File: config.mk
export PLATFORM = sky130hd
export DESIGN_NAME = fir_filter_mc
export DESIGN_NICKNAME = d
export VERILOG_FILES = /design/src/rtl/fir_pkg.sv /design/src/rtl/fir_mac.sv /design/src/rtl/fir_filter_mc.sv
export SDC_FILE = /design/constraint.sdc
export NUM_CORES = 2
export LEC_CHECK = 0
export CAP_MARGIN = 0
export CORE_MARGIN = 3
export CORE_UTILIZATION = 63
export CTS_CLUSTER_DIAMETER = 40
export DETAILED_ROUTE_END_ITERATION = 10
export GPL_TIMING_DRIVEN = 1
export PLACE_DENSITY = 0.86
export SETUP_SLACK_MARGIN = 0.15
export SYNTH_ARGS = -nofsm -noshare
export SYNTH_HDL_FRONTEND = slang
export SYNTH_SLANG_ARGS = --single-unit
export TNS_END_PERCENT = 20
File: constraint.sdc
create_clock -name clk_i -period 10.63 [get_ports clk_i]
set_input_delay 1.063 -clock clk_i [delete_from_list [all_inputs] [get_ports clk_i]]
set_output_delay 1.063 -clock clk_i [all_outputs]
set_load 0.05 [all_outputs]
File: src/rtl/fir_pkg.sv
// Shared types and width helpers for the multi-channel FIR filter.
package fir_pkg;

    localparam int DEF_DATA_W = 16;
    localparam int DEF_COEF_W = 16;

    typedef enum logic [1:0] {
        ST_IDLE = 2'd0,
        ST_MAC  = 2'd1,
        ST_EMIT = 2'd2,
        ST_DONE = 2'd3
    } fir_state_e;

    function automatic int clog2(input int value);
        int r;
        int n;
        r = 0;
        n = 1;
        while (n < value) begin
            n = n << 1;
            r = r + 1;
        end
        return r;
    endfunction

    // Index width that never collapses to zero bits for single-entry tables.
    function automatic int idx_width(input int n);
        return (n < 2) ? 1 : clog2(n);
    endfunction

    // Growth of clog2(taps) bits absorbs the sum of TAPS full-precision products.
    function automatic int acc_width(input int data_w, input int coef_w, input int taps);
        return data_w + coef_w + clog2(taps);
    endfunction

endpackage

File: src/rtl/fir_mac.sv
// Signed multiply-accumulate: the product of a_i and b_i is added into a
// registered accumulator each enabled clock; clr_i restarts the sum at zero.
module fir_mac
    import fir_pkg::*;
#(
    parameter int A_W   = DEF_DATA_W,
    parameter int B_W   = DEF_COEF_W,
    parameter int ACC_W = acc_width(DEF_DATA_W, DEF_COEF_W, 16)
) (
    input  logic                    clk_i,
    input  logic                    rst_ni,
    input  logic                    clr_i,
    input  logic                    en_i,
    input  logic signed [A_W-1:0]   a_i,
    input  logic signed [B_W-1:0]   b_i,
    output logic signed [ACC_W-1:0] acc_o
);

    localparam int P_W = A_W + B_W;

    logic signed [P_W-1:0]   a_ext;
    logic signed [P_W-1:0]   b_ext;
    logic signed [P_W-1:0]   prod;
    logic signed [ACC_W-1:0] acc_q;

    // Operands are sign-extended to the full product width so no bits are lost.
    assign a_ext = P_W'(a_i);
    assign b_ext = P_W'(b_i);
    assign prod  = a_ext * b_ext;
    assign acc_o = acc_q;

    // Accumulator register; clear wins over enable.
    always_ff @(posedge clk_i or negedge rst_ni) begin
        if (!rst_ni) begin
            acc_q <= '0;
        end else if (clr_i) begin
            acc_q <= '0;
        end else if (en_i) begin
            acc_q <= acc_q + ACC_W'(prod);
        end
    end

endmodule

File: src/rtl/fir_filter_mc.sv
// Multi-channel FIR: per-channel delay lines, one shared coefficient set,
// one time-multiplexed MAC evaluating every channel per accepted vector.
//
// state   | meaning
// --------+------------------------------------------------------------
// IDLE    | ready for a vector; coefficient writes accepted
// MAC     | one tap of the current channel per clock
// EMIT    | register result of current channel, advance to next channel
// DONE    | one settling cycle before returning to IDLE
module fir_filter_mc
    import fir_pkg::*;
#(
    parameter  int CHANNELS = 4,
    parameter  int TAPS     = 16,
    parameter  int DATA_W   = DEF_DATA_W,
    parameter  int COEF_W   = DEF_COEF_W,
    localparam int ACC_W    = acc_width(DATA_W, COEF_W, TAPS),
    localparam int TAP_W    = idx_width(TAPS),
    localparam int CH_W     = idx_width(CHANNELS)
) (
    input  logic                         clk_i,
    input  logic                         rst_ni,
    input  logic                         in_valid_i,
    output logic                         in_ready_o,
    input  logic [CHANNELS*DATA_W-1:0]   in_data_i,
    input  logic                         coef_we_i,
    input  logic [TAP_W-1:0]             coef_addr_i,
    input  logic signed [COEF_W-1:0]     coef_data_i,
    output logic                         out_valid_o,
    output logic [CH_W-1:0]              out_chan_o,
    output logic signed [ACC_W-1:0]      out_data_o,
    output logic                         overrun_o
);

    localparam logic [TAP_W-1:0] K_LAST  = TAP_W'(TAPS - 1);
    localparam logic [CH_W-1:0]  CH_LAST = CH_W'(CHANNELS - 1);

    fir_state_e state_q, state_d;
    logic [CH_W-1:0]  ch_q, ch_d;
    logic [TAP_W-1:0] k_q, k_d;

    logic signed [DATA_W-1:0] dl_q   [CHANNELS][TAPS];
    logic signed [COEF_W-1:0] coef_q [TAPS];

    logic                     accept;
    logic                     coef_wr;
    logic                     emit;
    logic                     mac_clr;
    logic                     mac_en;
    logic                     overrun_d;
    logic signed [DATA_W-1:0] mac_a;
    logic signed [COEF_W-1:0] mac_b;
    logic signed [ACC_W-1:0]  mac_acc;

    logic                     out_valid_q;
    logic [CH_W-1:0]          out_chan_q;
    logic signed [ACC_W-1:0]  out_data_q;
    logic                     overrun_q;

    assign in_ready_o  = (state_q == ST_IDLE);
    assign out_valid_o = out_valid_q;
    assign out_chan_o  = out_chan_q;
    assign out_data_o  = out_data_q;
    assign overrun_o   = overrun_q;

    assign mac_a = dl_q[ch_q][k_q];
    assign mac_b = coef_q[k_q];

    fir_mac #(
        .A_W  (DATA_W),
        .B_W  (COEF_W),
        .ACC_W(ACC_W)
    ) u_mac (
        .clk_i (clk_i),
        .rst_ni(rst_ni),
        .clr_i (mac_clr),
        .en_i  (mac_en),
        .a_i   (mac_a),
        .b_i   (mac_b),
        .acc_o (mac_acc)
    );

    // Next-state, channel/tap sequencing and datapath strobes.
    always_comb begin
        state_d   = state_q;
        ch_d      = ch_q;
        k_d       = k_q;
        accept    = 1'b0;
        coef_wr   = 1'b0;
        emit      = 1'b0;
        mac_clr   = 1'b0;
        mac_en    = 1'b0;
        overrun_d = in_valid_i && (state_q != ST_IDLE);
        case (state_q)
            ST_IDLE: begin
                coef_wr = coef_we_i;
                if (in_valid_i) begin
                    accept  = 1'b1;
                    mac_clr = 1'b1;
                    ch_d    = '0;
                    k_d     = '0;
                    state_d = ST_MAC;
                end
            end
            ST_MAC: begin
                mac_en = 1'b1;
                if (k_q == K_LAST) begin
                    state_d = ST_EMIT;
                end else begin
                    k_d = k_q + 1'b1;
                end
            end
            ST_EMIT: begin
                emit = 1'b1;
                if (ch_q == CH_LAST) begin
                    state_d = ST_DONE;
                end else begin
                    ch_d    = ch_q + 1'b1;
                    k_d     = '0;
                    mac_clr = 1'b1;
                    state_d = ST_MAC;
                end
            end
            ST_DONE: begin
                state_d = ST_IDLE;
            end
            default: begin
                state_d = ST_IDLE;
            end
        endcase
    end

    // FSM state register.
    always_ff @(posedge clk_i or negedge rst_ni) begin
        if (!rst_ni) begin
            state_q <= ST_IDLE;
        end else begin
            state_q <= state_d;
        end
    end

    // Delay lines, coefficient file, sequencing counters and output registers.
    always_ff @(posedge clk_i or negedge rst_ni) begin
        if (!rst_ni) begin
            for (int c = 0; c < CHANNELS; c++) begin
                for (int t = 0; t < TAPS; t++) begin
                    dl_q[c][t] <= '0;
                end
            end
            for (int t = 0; t < TAPS; t++) begin
                coef_q[t] <= '0;
            end
            ch_q        <= '0;
            k_q         <= '0;
            out_valid_q <= 1'b0;
            out_chan_q  <= '0;
            out_data_q  <= '0;
            overrun_q   <= 1'b0;
        end else begin
            ch_q        <= ch_d;
            k_q         <= k_d;
            out_valid_q <= emit;
            overrun_q   <= overrun_d;
            // A write on the accept edge lands before the first MAC cycle reads it.
            if (coef_wr) begin
                coef_q[coef_addr_i] <= coef_data_i;
            end
            if (accept) begin
                for (int c = 0; c < CHANNELS; c++) begin
                    for (int t = TAPS - 1; t > 0; t--) begin
                        dl_q[c][t] <= dl_q[c][t-1];
                    end
                    dl_q[c][0] <= in_data_i[c*DATA_W +: DATA_W];
                end
            end
            if (emit) begin
                out_data_q <= mac_acc;
                out_chan_q <= ch_q;
            end
        end
    end

endmodule

Word level (Yosys, flattened, before mapping) --
Index checks and enable logic that the tools add are counted.
Word-level totals: flip-flop bits (word level) 1364, bits of input ports 88, output and inout bits 41, logic and storage cells 150
Cells by class: add/sub/neg operators 3, multipliers 1, magnitude comparators 4, eq/ne operators 9, multiplexer cells 32, bitwise logic cells 3, reductions and logical operators 10
Operator list (number):
- $bmux 256 s2 | 1
- $mux 256 | 2
- $bwmux 256 | 1
- $bmux 16 s4 | 2
- $mux 16 | 5
- $mux 36 | 2
- $demux 16 s4 | 1
- $add 36x32->36 | 1
- $mul 16x16->32 | 1
- $mux 4 | 3
- $pmux 4 s3 | 1
- $ge 5x5->1 const B | 2
- $mux 2 | 5
- $not 4->5 | 2
- $ne 2x2->1 const B | 4
- $pmux 2 s4 | 1
- $eq 2x2->1 const B | 3
- $mux 1 | 6
- $reduce_bool 2->1 | 3
- $lt 5x1->1 const B | 1
- $add 4x1->4 const B | 1
- $eq 4x4->1 const B | 1
- $pmux 2 s2 | 1
- $reduce_and 4->1 | 1
- other kinds (10) | 11

Logic depth before layout (Yosys ltp) --
depth in word-level cells 11, gate-level depth with buffers 32, mapped depth without buffers 27

Hierarchy --
From an unflattened synthesis, not the netlist that was laid out.
Unflattened totals: cells, all modules 5109, area, all modules 72577.1 um^2
By module, submodules not included:
- fir_filter_mc | times used 1, cells each 3701, area each 59404.5 um^2, sequential area each 33231.9 um^2
- fir_mac | times used 1, cells each 1408, area each 13172.6 um^2, sequential area each 900.9 um^2

Least setup slack after synthesis --
Ideal clock, no wire load.
kind register to register, start point register k_q[0], end point register u_mac.acc_q[34] (netlist: u_mac.acc_o[34]), setup time 0.122 ns, arrival 7.562 ns, data required time 10.508 ns, path slack 2.946 ns, cell stages (with the launch flop) 30, buffers on the path 5, period minus slack after synthesis 7.684 ns, cell sequence dfrtp_1 -> buf_2 -> buf_2 -> buf_2 -> buf_2 -> mux4_2 -> nand2_1 -> nand2_1 -> o21ai_1 -> clkbuf_1 -> nor2_1 -> fa_1 -> inv_1 -> fa_1 -> fa_1 -> inv_1 -> fa_1 -> fa_1 -> inv_1 -> fa_1 -> inv_1 -> ha_1 -> and3_1 -> nand3_1 -> o31a_1 -> a21o_1 -> a211o_1 -> a21oi_1 -> o21ai_0 -> a32o_1
Between the ends: word-level cells in the longest chain between the ends 8, elaborated cells between the ends (all ways) 11, classes of those cells add/sub: 1; mul: 1; mux: 8; bitwise: 1
RTL lines:
- from (decl) | RTL line fir_filter_mc.sv:40 | logic [TAP_W-1:0] k_q, k_d;
- from (signal assigned) | RTL line fir_filter_mc.sv:161 | k_q <= k_d;
- $not 4->5 (not written as such) * | RTL line fir_filter_mc.sv:66, fir_filter_mc.sv:67
- $bmux 16 s4 (on tied branches) | RTL line fir_filter_mc.sv:66, fir_filter_mc.sv:67
- $mux 16 (on tied branches) (2 in a row) | RTL line fir_filter_mc.sv:66, fir_filter_mc.sv:67
- $mul 16x16->32 * | RTL line fir_mac.sv:29 | assign prod = a_ext * b_ext;
- $add 36x32->36 * | RTL line fir_mac.sv:39 | acc_q <= acc_q + ACC_W'(prod);
- $mux 36 * | RTL line fir_mac.sv:38 | end else if (en_i) begin
- $mux 36 * | RTL line fir_mac.sv:36 | end else if (clr_i) begin
- to (signal assigned) | RTL line fir_mac.sv:39
- to (decl) | RTL line fir_mac.sv:24 | logic signed [ACC_W-1:0] acc_q;
Mark *: on every way between the ends. The rest lies on a longest branch, timed or not. The select of a mux whose other input is x is not followed. A chain may end at the register's enable or synchronous reset.

Final worst setup path --
start point register ch_q[0], end point register u_mac.acc_q[32] (netlist: u_mac.acc_o[32])
Between the ends: word-level cells in the longest chain between the ends 11, elaborated cells between the ends (all ways) 15, classes of those cells add/sub: 1; mul: 1; eq/ne: 1; mux: 10; bitwise: 1; reduce/logical: 1
RTL lines:
- from (decl) | RTL line fir_filter_mc.sv:39 | logic [CH_W-1:0] ch_q, ch_d;
- from (signal assigned) | RTL line fir_filter_mc.sv:160 | ch_q <= ch_d;
- $not 2->3 (not written as such) | RTL line fir_filter_mc.sv:66 | assign mac_a = dl_q[ch_q][k_q];
- $bmux 256 s2 | RTL line fir_filter_mc.sv:66
- $mux 256 (not written as such) (2 in a row) | RTL line fir_filter_mc.sv:66
- $bmux 16 s4 | RTL line fir_filter_mc.sv:66
- $mux 16 (not written as such) (2 in a row) | RTL line fir_filter_mc.sv:66
- $mul 16x16->32 | RTL line fir_mac.sv:29
- $add 36x32->36 | RTL line fir_mac.sv:39
- $mux 36 | RTL line fir_mac.sv:38
- $mux 36 | RTL line fir_mac.sv:36
Parallel ways exist; a longest one is shown, timed or not. The select of a mux whose other input is x is not followed.

==> reports/metrics.yaml <==
synthesis:
  yosysUniqueCellTypes: 65
  synthSimpleGateAreaFrac_pct: 19.25
  async_flop_share_pct: 100.0
  ys_warn_count: 0
  synth-edff-count: 0
  synth_ff_type: "dfrtp_1"
  synth_top_family_by_area: "simple AND/OR/NAND/NOR gates"
  synth-seq-cells: 1364
  syn_inst: 7118
  synth_xor_area_share_pct: 0.3988
  post_synth.cell_area_avg_um2: 10.18
  syn_area_um2: 72480
  muxShareOfSynthArea_pct: 16.65
  syn_nets: 7629
  synth_compound_area_share_pct: 1.555
  synth_seq_area_share_pct: 47.09
  synth_adder_area_share_pct: 10.56
drt:
  drc_errors: 0
  avgViaCountPerCell: 6.063
  wirelength_um: 184800
  drt-wirelength-per-cell_um: 21.18
  drt_iter0_markers: 5913
  vias: 52890
  drtAntennaViolNets: 0
  firstDrtPassIters: 9
worst_setup_path:
  path_class: "reg2reg"
  worstPathMaxFanout: 44
  end_kind: "register"
  regToRegStartpoint: "ch_q[0]"
  rr_worst_depth: 27
  r2r_slack_ps: 1500
  critPathLaunch: "ch_q[0]"
  start_kind: "register"
  required_ps: 11310
  endpoint: "u_mac.acc_o[32]"
  worstPathArrival_ps: 9810
  worstReg2RegEnd: "u_mac.acc_o[32]"
power:
  switching_power_mw: 2.376
  switching_share_pct: 21.97
  ir_drop_v: 0.0001415
  seqPwrFrac_pct: 48.0
  leakage_nw: 42.69
  p_comb_share_pct: 1.5
  pwr-share-clk_pct: 50.5
  p_int_mw: 8.438
  total_power_mw: 10.81
  p_per_area_nw_per_um2: 134.8
grt:
  grt_max_degree: 265
  antenna_found_initial: 22
  grt_pass1_wl_um: 301400
  overflow: 0
  grt_pass1_vias: 55810
  grtUsageTotal_pct: 31.54
sta:
  final_max_slew_viol_count: 0
  fmax_mhz: 109.5
  timing.hold.ws_ps: 229.9
  hold_viol_final: 0
  grt_setup_unrepaired: "false"
  post-route-period-util_pct: 85.90
  setup_violations: 0
  min_period_ps: 9131
  clock_skew_ps: 55.22
  setup_tns_ps: 0
  fin_ws_ps: 1499
  tightest_slew_ps: 1355
  relSlewSlack_pct: 9.653
placed_design:
  placed_area_um2: 74910
  place_congestion: 0.8839
  dp_cells: 8428
  place_hpwl_um: 114400
  pre_cts_slack_ps: 1647
  io_buffers: 128
run_status:
  status: "finished clean"
worst_hold_path:
  hp-class: "in2async"
final_layout:
  final_cells: 8724
  final_cell_mix: "3,325 x nand2_1, 1,358 x dfrtp_1, 391 x inv_1"
  nNetsFinal: 7593
  final_common_cell: "nand2_1"
  synthToLayoutAreaGrowth_pct: 10.71
  drive_gt1_share_pct: 14.92
  post-route-util_pct: 70.84
  final_area_um2: 80240
clock_network:
  worstSkewPairLatency_ps: 790
  clock_sinks: 1364
  h-tree-depth: 4
  clk_pin_slew_ps: 60
  holdBufCountCts: 0
  cts_tree: "yes"
  cts_buffers: 152
  cts_buffer_depth: 3
  cts_root_buf: "clkbuf_16"
  post_cts_resized: 0
  cts_setup_buffers: 0
job:
  drv_cap: 0
die:
  io_pins: 129
  start_util_pct: 63.99
  fp.dieW_um: 345.2
  die-area_um2: 119200
  die_h_um: 345.2
  rows: 123
  core_area_um2: 113300
==> registers in the layout, summed over array words and instances (netlist names) <==
signal,flops
ch_q,2
coef_q,256
dl_q,1024
k_q,4
out_chan_o,2
out_data_o,36
out_valid_o,1
overrun_o,1
state_q,2
u_mac.acc_o,36
==> power by group through the flow <==
stage | Combinational (mW) | Sequential [mW] | Clock (mW)
after global routing | 0.178 | 5.19 | 5.74
after CTS | 0.162 | 5.19 | 5.51
final | 0.157 | 5.19 | 5.46
after floorplan | 0.00924 | 5.29 | 0
after detailed placement | 0.161 | 5.29 | 0
after global placement | 0.157 | 5.29 | 0
==> final cells by class <==
| class | count | area, µm² |
|---|---|---|
| Clock buffer | 197 | 4298 |
| Fill cell | 7142 | 33020 |
| Antenna cell | 18 | 45.04 |
| Timing Repair Buffer | 219 | 2232 |
| Clock inverter | 81 | 987.2 |
| Inverter | 401 | 1505 |
| Multi-Input combinational cell | 4944 | 35150 |
| Tap cell | 1500 | 1877 |
| Sequential cell | 1364 | 34150 |
==> worst min path at each step <==
| stage | startpoint | to | slack, ps |
|---|---|---|---|
| after floorplan | dl_q[256] | dl_q[256] | 440 |
| after global placement | dl_q[526] | dl_q[526] | 450 |
| after CTS | rst_ni | out_data_o[0] | 260 |
| final | rst_ni | out_data_o[1] | 230 |
| after global routing | rst_ni | out_data_o[1] | 260 |
| after detailed placement | dl_q[3] | dl_q[3] | 460 |
==> cells in the mapped netlist, types with 36 or more instances <==
| cell | n | area [µm²] |
|---|---|---|
| buf_2 | 41 | 205.2 |
| clkbuf_1 | 320 | 1201 |
| dfrtp_1 | 1364 | 34130 |
| fa_1 | 315 | 6306 |
| ha_1 | 108 | 1351 |
| inv_1 | 392 | 1471 |
| mux2_2 | 295 | 3322 |
| mux4_2 | 383 | 8626 |
| nand2_1 | 3326 | 12480 |
| nand3_1 | 39 | 195.2 |
| nor2_1 | 170 | 638.1 |
| o21ai_0 | 36 | 180.2 |
==> routing by layer <==
layer	track usage (%)	up-vias	part of all wire, %
met2	50.46	2829	49
met4	15.07	6	4.6
met3	6.879	640	9.0
li1	-	22750	-
met1	41.62	26670	37
met5	0	-	0.025
==> cells by family (layout without fill, tap and decap cells) <==
kind of cell / count (synthesis) / after routing
AOI/OAI and AO/OA: 165 / 165
other: 0 / 18
buffers and inverters: 810 / 898
muxes: 690 / 690
adders and majority gates: 423 / 423
DFF: 1364 / 1364
and+or+nand+nor: 3633 / 3633
xor gates and xnor gates: 33 / 33
==> worst max-delay path, cell delays in order, from the launching register on <==
cell and delay, ps:
dfrtp_4 1150, buf_12 370, mux4_2 550, mux4_2 520, nand2_1 90, nand2_1 70
o21ai_2 800, inv_1 130, and2_1 210, fa_1 390, fa_1 400, inv_1 90
fa_1 410, inv_1 100, fa_1 410, fa_1 490, inv_1 50, fa_1 480
inv_1 60, ha_1 390, and3_1 270, nand3_1 110, o31a_1 250, a21o_1 250
a211o_1 320, a21oi_1 180, o21ai_0 100, a32o_1 270
(Power assumes the default switching activity.)
